`config.mk`:
```
export PLATFORM = sky130hd
export DESIGN_NAME = arbiter_grant_hold
export DESIGN_NICKNAME = d
export VERILOG_FILES = /design/src/rtl/arbiter_grant_hold.sv
export SDC_FILE = /design/constraint.sdc
export NUM_CORES = 1
export LEC_CHECK = 0
export CORE_AREA = 3 3 40 42
export DETAILED_ROUTE_END_ITERATION = 8
export DIE_AREA = 0 0 43 45
export GPL_TIMING_DRIVEN = 0
export HOLD_SLACK_MARGIN = 0.06
export MAX_ROUTING_LAYER = met4
export PLACE_DENSITY = 0.68
export SLEW_MARGIN = 20
export SYNTH_ARGS = -nofsm -noshare
export SYNTH_HDL_FRONTEND = slang
export SYNTH_SLANG_ARGS = --single-unit
```
`constraint.sdc`:
```
create_clock -name i_clk -period 0.99 [get_ports i_clk]
set_input_delay 0.099 -clock i_clk [delete_from_list [all_inputs] [get_ports i_clk]]
set_output_delay 0.099 -clock i_clk [all_outputs]
set_load 0.005 [all_outputs]
```
`src/rtl/arbiter_grant_hold.sv`:
```
// Fixed-priority arbiter that holds a grant until the owner drops its request,
// signals done, or (optionally) exhausts a maximum tenure.
module arbiter_grant_hold #(
  parameter int unsigned CLIENTS  = 4,
  parameter int unsigned MAX_HOLD = 0,
  localparam int unsigned IDW     = (CLIENTS > 1) ? $clog2(CLIENTS) : 1
) (
  input  logic               i_clk,
  input  logic               i_rst,
  input  logic [CLIENTS-1:0] i_req,
  input  logic               i_done,
  output logic [CLIENTS-1:0] o_grant,
  output logic [IDW-1:0]     o_grant_id,
  output logic               o_grant_valid,
  output logic               o_timeout
);

  localparam int unsigned CW = (MAX_HOLD > 0) ? $clog2(MAX_HOLD + 1) : 1;
  localparam logic [CW-1:0] HOLD_LIM = CW'(MAX_HOLD);

  typedef enum logic {StIdle, StHeld} state_e;

  state_e             r_state;
  logic [CLIENTS-1:0] r_grant;
  logic [IDW-1:0]     r_grant_id;
  logic               r_grant_valid;
  logic               r_timeout;
  logic [CW-1:0]      r_cnt;

  state_e             w_state_next;
  logic [CLIENTS-1:0] w_grant_next;
  logic [IDW-1:0]     w_grant_id_next;
  logic               w_grant_valid_next;
  logic               w_timeout_next;
  logic [CW-1:0]      w_cnt_next;

  logic [CLIENTS-1:0] w_pick_grant;
  logic [IDW-1:0]     w_pick_id;
  logic               w_owner_req;
  logic               w_expire;
  logic               w_release;

  // Scan from the top so the lowest asserted index wins.
  always_comb begin
    w_pick_grant = '0;
    w_pick_id    = '0;
    for (int i = int'(CLIENTS) - 1; i >= 0; i--) begin
      if (i_req[i]) begin
        w_pick_grant    = '0;
        w_pick_grant[i] = 1'b1;
        w_pick_id       = IDW'(i);
      end
    end
  end

  assign w_owner_req = |(i_req & r_grant);
  assign w_expire    = (MAX_HOLD != 0) && (r_cnt == HOLD_LIM);
  assign w_release   = !w_owner_req || i_done || w_expire;

  always_comb begin
    w_state_next       = r_state;
    w_grant_next       = r_grant;
    w_grant_id_next    = r_grant_id;
    w_grant_valid_next = r_grant_valid;
    w_timeout_next     = 1'b0;
    w_cnt_next         = r_cnt;
    unique case (r_state)
      StIdle: begin
        if (|i_req) begin
          w_state_next       = StHeld;
          w_grant_next       = w_pick_grant;
          w_grant_id_next    = w_pick_id;
          w_grant_valid_next = 1'b1;
          w_cnt_next         = CW'(1);
        end
      end
      StHeld: begin
        if (w_release) begin
          w_state_next       = StIdle;
          w_grant_next       = '0;
          w_grant_id_next    = '0;
          w_grant_valid_next = 1'b0;
          w_cnt_next         = '0;
          // Timeout flags only a release the counter alone caused.
          w_timeout_next     = w_expire && w_owner_req && !i_done;
        end else if (r_cnt != {CW{1'b1}}) begin
          w_cnt_next = r_cnt + CW'(1);
        end
      end
      default: w_state_next = StIdle;
    endcase
  end

  always_ff @(posedge i_clk) begin
    if (i_rst) begin
      r_state       <= StIdle;
      r_grant       <= '0;
      r_grant_id    <= '0;
      r_grant_valid <= 1'b0;
      r_timeout     <= 1'b0;
      r_cnt         <= '0;
    end else begin
      r_state       <= w_state_next;
      r_grant       <= w_grant_next;
      r_grant_id    <= w_grant_id_next;
      r_grant_valid <= w_grant_valid_next;
      r_timeout     <= w_timeout_next;
      r_cnt         <= w_cnt_next;
    end
  end

  assign o_grant       = r_grant;
  assign o_grant_id    = r_grant_id;
  assign o_grant_valid = r_grant_valid;
  assign o_timeout     = r_timeout;

endmodule

```
# After elaboration in Yosys (flattened, before gate mapping)

Index checks and enable logic that the tools add are counted.

Bits in registers: 8
Latch bits: 0
RAM bits: 0
Bits in read-only memories: 0
Input bits: 7
Output and inout port bits: 8
Word-level logic and storage cells: 33
Memories: 0

Add/sub/neg operators: 0
Multiply operators: 0
Div/mod/pow operators: 0
Magnitude comparators: 0
Equal/unequal tests: 2
Shift-type cells: 0
Muxes and demuxes: 20
Bitwise operators: 2
Reduce and logical (&&, ||, !) cells: 5

Operator list:

| operator                                                         | number |
|---|---|
| 4-bit two-way mux                                                | 6 |
| 2-bit two-way mux                                                | 6 |
| 4-bit one-hot mux with 2 select lines                            | 1 |
| 4-bit OR reduction                                               | 2 |
| 4-bit AND                                                        | 1 |
| 1-bit two-way mux                                                | 4 |
| 1-bit one-hot mux with 2 select lines                            | 2 |
| 2-bit one-hot mux with 2 select lines                            | 1 |
| 2-bit by 1-bit != test with 1-bit output (second input constant) | 1 |
| 2-bit != test (second input constant)                            | 1 |
| 2-bit AND reduction                                              | 1 |
| 1-bit zero test                                                  | 1 |
| 1-bit logical OR                                                 | 1 |
| 1-bit inverter                                                   | 1 |

# Longest topological paths before layout

Depth in word-level cells: 6
Gate-level depth with buffers: 4
Depth with buffers taken out: 3

# Least setup slack after synthesis

OpenSTA, ideal clock, no wires.

Path type: input-to-reg
Start point: input port i_req[2]
End point: register r_grant_valid (netlist: o_grant_valid)
Library setup time: 129 ps
Arrival time: 882 ps
Data required time: 861 ps
Setup slack: -22 ps
Stages on the path: 4
Path buffers: 1
Cells stage by stage: clkbuf_2 or4_1 a21oi_1 a211oi_1

Cells in the longest elaborated chain, start to end: 6
Elaborated cells on any way between the ends: 8
Those cells by class: eq/ne (2); bitwise (1); reduce/logical (5)

Ends and longest elaborated chain:

| element                                                   | line | source |
|---|---|---|
| start: declaration                                        | 10   | `input logic [CLIENTS-1:0] i_req,` |
| 4-bit AND                                                 | 56   | `assign w_owner_req = \|(i_req & r_grant);` |
| 4-bit OR reduction                                        | 56   |  |
| 1-bit zero test                                           | 58   | `assign w_release = !w_owner_req \|\| i_done \|\| w_expire;` |
| 1-bit logical OR                                          | 58   |  |
| 2-bit by 1-bit != test with 1-bit output (no source line) | --   |  |
| 2-bit AND reduction (no source line) (*)                  | --   |  |
| end signal: assignment                                    | 106  | `r_grant_valid <= w_grant_valid_next;` |
| end: declaration                                          | 26   | `logic r_grant_valid;` |

Mark *: on every way between the ends. The rest lies on a longest branch, timed or not.
A chain may end at the register's enable or synchronous reset.

# Final worst setup path

Start point: register r_grant[2] (netlist: o_grant[2])
End point: register r_grant[1] (netlist: o_grant[1])

Cells in the longest elaborated chain, start to end: 6

Ends and longest elaborated chain:

| element                                                   | line | source |
|---|---|---|
| start: declaration                                        | 24   | `logic [CLIENTS-1:0] r_grant;` |
| start signal: assignment                                  | 104  | `r_grant <= w_grant_next;` |
| 4-bit AND                                                 | 56   |  |
| 4-bit OR reduction                                        | 56   |  |
| 1-bit zero test                                           | 58   |  |
| 1-bit logical OR                                          | 58   |  |
| 2-bit by 1-bit != test with 1-bit output (no source line) | --   |  |
| 2-bit AND reduction (no source line)                      | --   |  |

No other way between the ends.

==> run metrics <==
Ant. Diodes=0; drt wl/cell=14.9 um; Synth Net Count=55; Clk Latency, worst-skew pair=~0.26 ns; Root Buffer=clkbuf_4; Hold Violations, Final=0; remaining antenna violation count=0; Worst Setup Slack, final=-0.0815 ns; outcome=complete, but fails checks; leakage=0.244 nW; asr flop ratio synth=0; Synth Instances=48; hold_buf cts=0; IR drop worst, VDD=roughly 770 uV; Max-Cap Viols=0; sequential share of the synthesized area=0.394; number of flops mapped to enable cells by yosys=0; dpl ws=-0.567 ns; Die Span Y=45 um; final instance area=between 600 and 700 um2; Die ar.=1940 um2; max-slew violations=0; CTS Buf Count=3; most frequent cells in the layout=dlygate4sd2_1 (7), a21oi_1 (6), dfxtp_2 (5); r2r startpoint=o_grant[2]; first-pass GRT wire length=1880 um; CTS tree=done; total track usage=0.138; Worst Min Path Start=i_rst; # nets final=72; Clock Sinks=8; Core Region=1280 um2; DP Area=approximately 540 um2; buffers added on ports=11; failing checks=setup timing; critical path peak fanout=4; commonest non-fill, non-tap cell in the layout=dlygate4sd2_1; I/O pins=15; Syn-to-layout area delta=51.4%; final setup vio count=6; Worst Hold Class=in -> reg; Iter 0 DRT Violations=7; reg2reg end=o_grant[1]; Clock Path Buffers=2; Tcrit/Tclk final=1.08; layout cell share with drive strength beyond 1=0.413; Hold Path Cell Cnt=2; critical setup path kind=reg -> reg; drt via density=5.60; post-layout util=0.479; Ys Warns=0; Tmin final=1.07 ns; initial antenna violation count=0; H-tree depth=1; Synth Area per Inst=approximately 8.5 um2; row cnt=13; die width=43 um; Starting Density=0.316; global route overflow=0; Setup Skew=0.00620 ns; largest net degree at the start of global routing=10; total power=around 0.00074 W; CP Capture Type=flip-flop; DRC=0; Synth Cell Area=407 um2; final wirelength=1160 um; CP Launch Type=flip-flop; Cell Pwr Density=1200 nW/um2; critical path data arrival time=1.19 ns; Hold Path Sink=o_grant_id[0]; Hold Worst Slack=0.244 ns; RSZ-0062 raised after global routing=yes; vias in the first global route=413; CP required=1.11 ns; Most used DFF post-synth=dfxtp_1; fmax=933 MHz; GPL Wtd Cong=0.736; Post-DP HPWL=725 um; drt pass-1 iters=2; Distinct cells, synth=22; Seq cells post-synth=8; via count=437; Reg2Reg Depth=3; Worst R2R Setup Slack=-0.08 ns; Clock Pin Slew Worst Setup and Hold Paths=0.06 ns
registers in the layout, indices dropped and copies added (netlist names):
register	count
o_grant_id	2
o_grant_valid	1
r_state	1
o_grant	4
Yosys cell counts, types with 2 or more instances:
cell type | n | area share
a221oi_1 | 2 | 0.043
inv_1 | 4 | 0.037
nor2_1 | 2 | 0.018
a211oi_1 | 4 | 0.074
o211ai_1 | 2 | 0.037
a21oi_1 | 6 | 0.074
o21ai_0 | 6 | 0.074
dfxtp_1 | 8 | 0.39
worst max path at each step:
stage	start	to	slack, ns	cells past startpoint
2_1_floorplan	i_req[2]	o_grant_valid	-0.005	4
3_3_place_gp	i_req[1]	o_grant_valid	-0.54	4
3_5_place_dp	i_req[1]	o_grant_valid	-0.57	4
4_1_cts	i_req[1]	o_grant_valid	-0.07	4
5_1_grt	o_grant[2]	o_grant[1]	-0.14	3
6_report	o_grant[2]	o_grant[1]	-0.08	3
final cells by class:
cell class	count	area [um2]
Buffer	3	16.3
Tap cell	15	18.8
Inverter	4	15.0
Multi-Input combinational cell	33	279
Fill cell	141	669
Timing Repair Buffer	12	93.8
Sequential cell	8	170
Clock buffer	3	22.5
per-layer routing:
| metal | global-route usage | vias up | routed length, um | part of all wire |
|---|---|---|---|---|
| met1 | 0.152 | 210 | 496 | 0.43 |
| met4 | 0.0602 | 0 | 8 | 0.0069 |
| met5 | - | - | 0 | 0 |
| li1 | - | 213 | - | - |
| met3 | 0.0757 | 2 | 78 | 0.067 |
| met2 | 0.207 | 12 | 578 | 0.50 |
repair_timing:
item	4_1_cts	5_1_grt
buffers inserted	1	0
endpoints found under the setup margin	15	8
endpoints found under the hold margin	0	0
pin swaps	3	3
resized for setup	22	13
cells by family after synthesis:
group,count (synthesis),share of synthesized area
AOI/OAI and AO/OA,25,0.412
and+or+nand+nor,7,0.108
buffers and inverters,7,0.0769
other,1,0.00922
DFF,8,0.394
worst max-delay path, cell delays in order (launching register included):
cell and delay (ns):
dfxtp_2 0.33, a22o_4 0.29, o21ai_4 0.22, a211oi_1 0.10
report_power, final:
part	internal [W]	total, W	switching [W]
clock	0.000139	0.000256	0.000117
combinational	0.0000594	0.000132	0.0000722
sequential	0.000337	0.000351	0.0000140
stage by stage:
stage | instances | TNS (ns)
2_1_floorplan | 48 | -0.00492
3_3_place_gp | 74 | -3.66
3_5_place_dp | 74 | -3.67
4_1_cts | 78 | -0.292
5_1_grt | 78 | -0.587
6_report | 78 | -0.330
Power figures use the tool's default switching activity.
==> RTL change 1, RTL diff (same flow settings) <==
`CLIENTS`: 4 -> 2.
--- a/src/rtl/arbiter_grant_hold.sv
+++ b/src/rtl/arbiter_grant_hold.sv
@@ -1,7 +1,7 @@
 // Fixed-priority arbiter that holds a grant until the owner drops its request,
 // signals done, or (optionally) exhausts a maximum tenure.
 module arbiter_grant_hold #(
-  parameter int unsigned CLIENTS  = 4,
+  parameter int unsigned CLIENTS  = 2,
   parameter int unsigned MAX_HOLD = 0,
   localparam int unsigned IDW     = (CLIENTS > 1) ? $clog2(CLIENTS) : 1
 ) (
Interface: changed (resized i_req, o_grant and o_grant_id); port bits go from 15 to 10. The function was not compared with the original's and may differ.
==> RTL change 1 against the original RTL <==
Wire length fell by 51%. Setup slack improved by 0.090 ns. Die area unchanged. First-iteration DRC count is 43% lower. Highest routed layer is now met3. Area after synthesis is 48% lower. Cell count is 29% lower. Total power down 31%. Sequential cell count decreased by 4. Global-route usage decreased by 7.0 points. Design area shrank 37%. Sequential share of layout area is 5.5 points lower.
==> RTL change 1: results (changes against the original RTL) <==
* Outcome: finished, final reports clean
* Sink of the worst hold path: o_grant[0]
* Routed len/inst at 10.3 um (-31%)
* Worst Hold Class: input pin to flop
* Skew-Pair Late Insertion Delay at 0.24 ns (-0.02 ns)
* Setup ws final at 0.00832 ns (+0.0898 ns)
* Synthesized Nets at 30 (-45%)
* Arr. time, crit path at 1.13 ns (-0.06 ns)
* Number of port buffers at 8 (-3)
* Top post-synthesis cells by area: dfxtp_1 (38%), nor3_1 (9.5%), buf_4 (7.1%), nor2_1 (5.3%), a21oi_1 (4.7%)
* List of most frequent post-synthesis cells: dfxtp_1 (4), nor3_1 (4), nor2_1 (3)
* Routed wl met3 at 71 um (-9.0%)
* Final net count at 47 (-35%)
* Reg-to-Reg End: o_grant[0]
* DP Area at 310 sq um (-42%)
* Layout Cells excl Fill at 55 (-29%)
* Hold slack at 0.225 ns (-0.0192 ns)
* Final worst clock skew at 0.00441 ns (-0.00179 ns)
* Clock Path Buffers at 2 (unchanged)
* FF-to-FF Start: r_state
* Global-route wire length before repair at 828 um (-56%)
* Hold Crit Depth at 3 (+1)
* Hold_sp: i_done
* Synth unique cells at 15 (-32%)
* Global router's overall resource usage at 0.0678 (-0.0703)
* Worst vdd ir at 0.793 mV (+3.5%)
* Vias in the first global route at 194 (-53%)
* RD Place Congestion at 0.665 (-9.7%)
* Setup WS pre-CTS at -0.279 ns (+0.288 ns)
* CTS clk-pin slew, worst paths at 0.04 ns (-0.02 ns)
* CP max FO at 6 (+2)
* Highest routed layer: met3
* Sequential area share after synthesis at 0.379 (-0.0151)
* Synth Instances at 25 (-48%)
* Dpl cells at 48 (-35%)
* Met2 WL post-DR at 278 um (-52%)
* H-tree levels at 1 (unchanged)
* M1 WL at 214 um (-57%)
* Largest net degree at the start of global routing at 8 (-2)
* Iteration-0 DRC Markers at 4 (-3)
* Post-synthesis compound-gate area fraction at 0.243 (-0.170)
* Final HPWL DP at 332 um (-54%)
* Pleak at 0.000189 uW (-23%)
* Via count at 235 (-46%)
* Fillers at 144 (+2.1%)
* Proportion of layout cells with a drive suffix above 1 at 0.450 (+0.0373)
## RTL change 1: critical path, cell delays in order (launching register included)
cell	delay, ns
dfxtp_4	0.36
and2b_1	0.15
nand4_1	0.12
a221oi_2	0.27
## RTL change 1: where the power goes
part / leakage, uW / internal, uW / switching (uW)
sequential: 0.0000344 / 176 / 12.5
clock: 0.0000138 / 136 / 74.6
combinational: 0.000140 / 66.2 / 40.9
total: 0.000189 / 378 / 128
## RTL change 1: what timing repair did
item / CTS / global route
resized for setup: 12 / 5
setup endpoints to repair: 5 / 3
pin swaps: 1 / 2
cloned: 0 / 0
buffers inserted: 2 / 3
## RTL change 1: final cells by class
class	instances	area (sq um)	share of cell area
buffer	2	15.0	0.0386
clock buffer	3	22.5	0.0579
multi-input combinational	19	135	0.347
sequential	4	86.3	0.222
tap	15	18.8	0.0482
timing repair buffer	12	111	0.286
## RTL change 1: worst max-delay path by stage
stage | from | to | cells after the start
5_1_grt | r_state | o_grant[0] | 3
4_1_cts | r_state | o_grant[0] | 3
3_5_place_dp | i_req[1] | o_grant[0] | 4
3_3_place_gp | i_req[1] | o_grant[0] | 4
2_1_floorplan | o_grant[0] | o_grant[0] | 2
6_report | r_state | o_grant[0] | 3
## RTL change 1: layer usage
metal / vias up / GRT usage
li1: 120 / -
met1: 104 / 0.0651
met2: 11 / 0.0838
met3: 0 / 0.0717
met4: 0 / 0.0361
met5: - / -
## RTL change 1: logic make-up after synthesis
| family | count (synthesis) |
|---|---|
| AO/OA/AOI/OAI | 7 |
| buffers and inverters | 2 |
| flip-flops | 4 |
| other | 1 |
| AND/OR/NAND/NOR | 11 |
==> RTL change 2, RTL diff (same settings) <==
Made on the original files. Make the reset (`i_rst`) asynchronous in one clocked block.
--- a/src/rtl/arbiter_grant_hold.sv
+++ b/src/rtl/arbiter_grant_hold.sv
@@ -91,7 +91,7 @@
     endcase
   end
 
-  always_ff @(posedge i_clk) begin
+  always_ff @(posedge i_clk or posedge i_rst) begin
     if (i_rst) begin
       r_state       <= StIdle;
       r_grant       <= '0;
Formal check against the unedited RTL: differs if i_rst is asserted again (counterexample within 4 cycles, from zero or initial values and one cycle with i_rst high); with i_rst held inactive, the same outputs for 10 cycles.
==> RTL change 2 against the original RTL <==
The run still ends with negative setup slack left. Non-clock buffer count grew 8. Global-route usage grew 1.1 points. Die area is the same. Maximum frequency grew 1.5%. Cell count grew 7.7%. Synthesized cell count shrank 6.3%. Area after synthesis grew 0.31%. Sequential cell count is the same. Wire length grew 6.5%. Critical path depth is the same. Setup slack gained 0.016 ns. Design area grew 5.3%.
Power is not compared: it rests on default switching activity, and its combinational part moved more than twofold at a synthesized area within 25%.
==> RTL change 2: results (changes against the original RTL) <==
* Outcome: complete, but fails checks
* Violated checks: negative setup slack
* Iteration-0 DRC Markers at 16 (+9)
* Synthesized Nets at 52 (-5.5%)
* CP max FO at 8 (+4)
* CP max-delay cell: dfrtp_1
* Final setup vio count at 9 (+3)
* Global-route wire length before repair at 1.95 mm (+3.7%)
* Met1 GRT Util at 0.171 (+0.0194)
* Internal power at 841 uW
* Fillers at 130 (-7.8%)
* Top post-synthesis cells by area: dfrtp_1 (49%), nand2_1 (6.4%), a21oi_1 (4.9%), o22ai_1 (4.6%), o32ai_1 (4.3%)
* Met2 GRT Util at 0.240 (+0.0329)
* Largest stage delay on the critical path at 0.42 ns (+0.09 ns)
* Global router's overall resource usage at 0.149 (+0.0110)
* Setup ws final at -0.0659 ns (+0.0156 ns)
* Dominant synthesized flop cell: dfrtp_1
* Met3 usage at 0.0239 (-0.0518)
* Final net count at 78 (+8.3%)
* Number of port buffers at 13 (+2)
* List of most frequent post-synthesis cells: dfrtp_1 (8), nand2_1 (7), a21oi_1 (4)
* FFs w/ async S/R, synth at 1.00 (+1.00)
* Proportion of layout cells with a drive suffix above 1 at 0.348 (-0.0649)
* Routed len/inst at 14.7 um (-1.1%)
* RD Place Congestion at 0.752 (+2.2%)
* Worst vdd ir at approximately 0.93 mV
* Final HPWL DP at 692 um (-4.4%)
* Via count at 434 (-0.69%)
* Synth unique cells at 19 (-14%)
* Clock Path Buffers at 2 (unchanged)
* Sequential area share after synthesis at 0.491 (+0.0970)
* Setup WS pre-CTS at -0.550 ns (+0.0166 ns)
* Final worst clock skew at 0.0121 ns (+0.00592 ns)
* Drt pass-1 iters at 4 (+2)
* Skew-Pair Late Insertion Delay at 0.26 ns (about the same)
* CTS clk-pin slew, worst paths at 0.06 ns (about the same)
* H-tree levels at 1 (unchanged)
* Largest net degree at the start of global routing at 11 (+1)
* Vias in the first global route at 419 (+1.5%)
* Diodes inserted at 0 (unchanged)
* Ys Warns at 0 (unchanged)
* CP top delay family: compound AO/OA/AOI/OAI gates
* Worst Hold Class: input pin to asynchronous set/reset pin
==> RTL change 2: final cells by class <==
class	instances	area [sq um]	share of cell area
multi-input cells	32	210	0.324
flip-flops and latches	8	200	0.309
repair buffers	21	173	0.266
clock buffers	3	22.5	0.0347
well taps	15	18.8	0.0290
plain buffers	2	12.5	0.0193
inverters	3	11.3	0.0174
==> RTL change 2: through the flow <==
step | setup TNS, ns | hold slack (ns) | utilization | area, sq um | std cells
floorplan | -0.0585 | -0.0853 | - | 412 | 45
global placement | -3.57 | 0.374 | 0.436 | 561 | 73
detailed placement | -3.77 | 0.371 | 0.436 | 561 | 73
CTS | -0.441 | 0.102 | 0.515 | 662 | 84
global route | -0.822 | 0.129 | 0.504 | 648 | 84
finish | -0.415 | 0.0907 | 0.504 | 648 | 84
==> RTL change 2: timing repair <==
item                       CTS  global route
gates resized for setup     25             4
pin swaps                    5             2
buffers inserted             8             0
cloned                       0             0
setup endpoints to repair   15            13
==> RTL change 2: worst paths after layout <==
check / slack, ns / start / endpoint / cells after the start
max: -0.07 / o_grant[2] / o_grant_id[1] / 3
max reg2reg: -0.07 / o_grant[2] / o_grant_id[1] / 3
min: 0.09 / i_rst / o_grant[2] / 2
min reg2reg: 0.61 / o_grant_valid / o_grant_valid / 3
max in group asynchronous: 0.64 / i_rst / r_state / 2
min in group i_clk: 0.37 / i_req[0] / o_grant_id[0] / 2
==> RTL change 2: worst reg2reg max path: cells and delay by family (launching register included) <==
family          cells  cell delay (ns)
compound gates      3             0.51
flops               1             0.42
==> RTL change 2: power by group through the flow <==
stage                     registers, uW  logic (uW)  clock network, uW
after floorplan                     489         217                  0
after global placement              493         424                  0
after detailed placement            495         433                  0
after CTS                           477         548                266
after global routing                495         596                288
final                               481         549                259
==> RTL change 2: kinds of logic (layout without fill, tap and decap cells) <==
logic type      after synthesis  after routing  synth area share
simple gates                 14             14             0.169
flops                         8              8             0.491
compound gates               17             17             0.276
other cells                   1              1           0.00919
buf+inv                       5             29            0.0552
==> RTL change 2: metal layers <==
layer / up-vias / wire (um)
met4: 0 / 8
li1: 215 / -
met2: 17 / 587
met3: 2 / 78
met5: - / 0
met1: 200 / 562
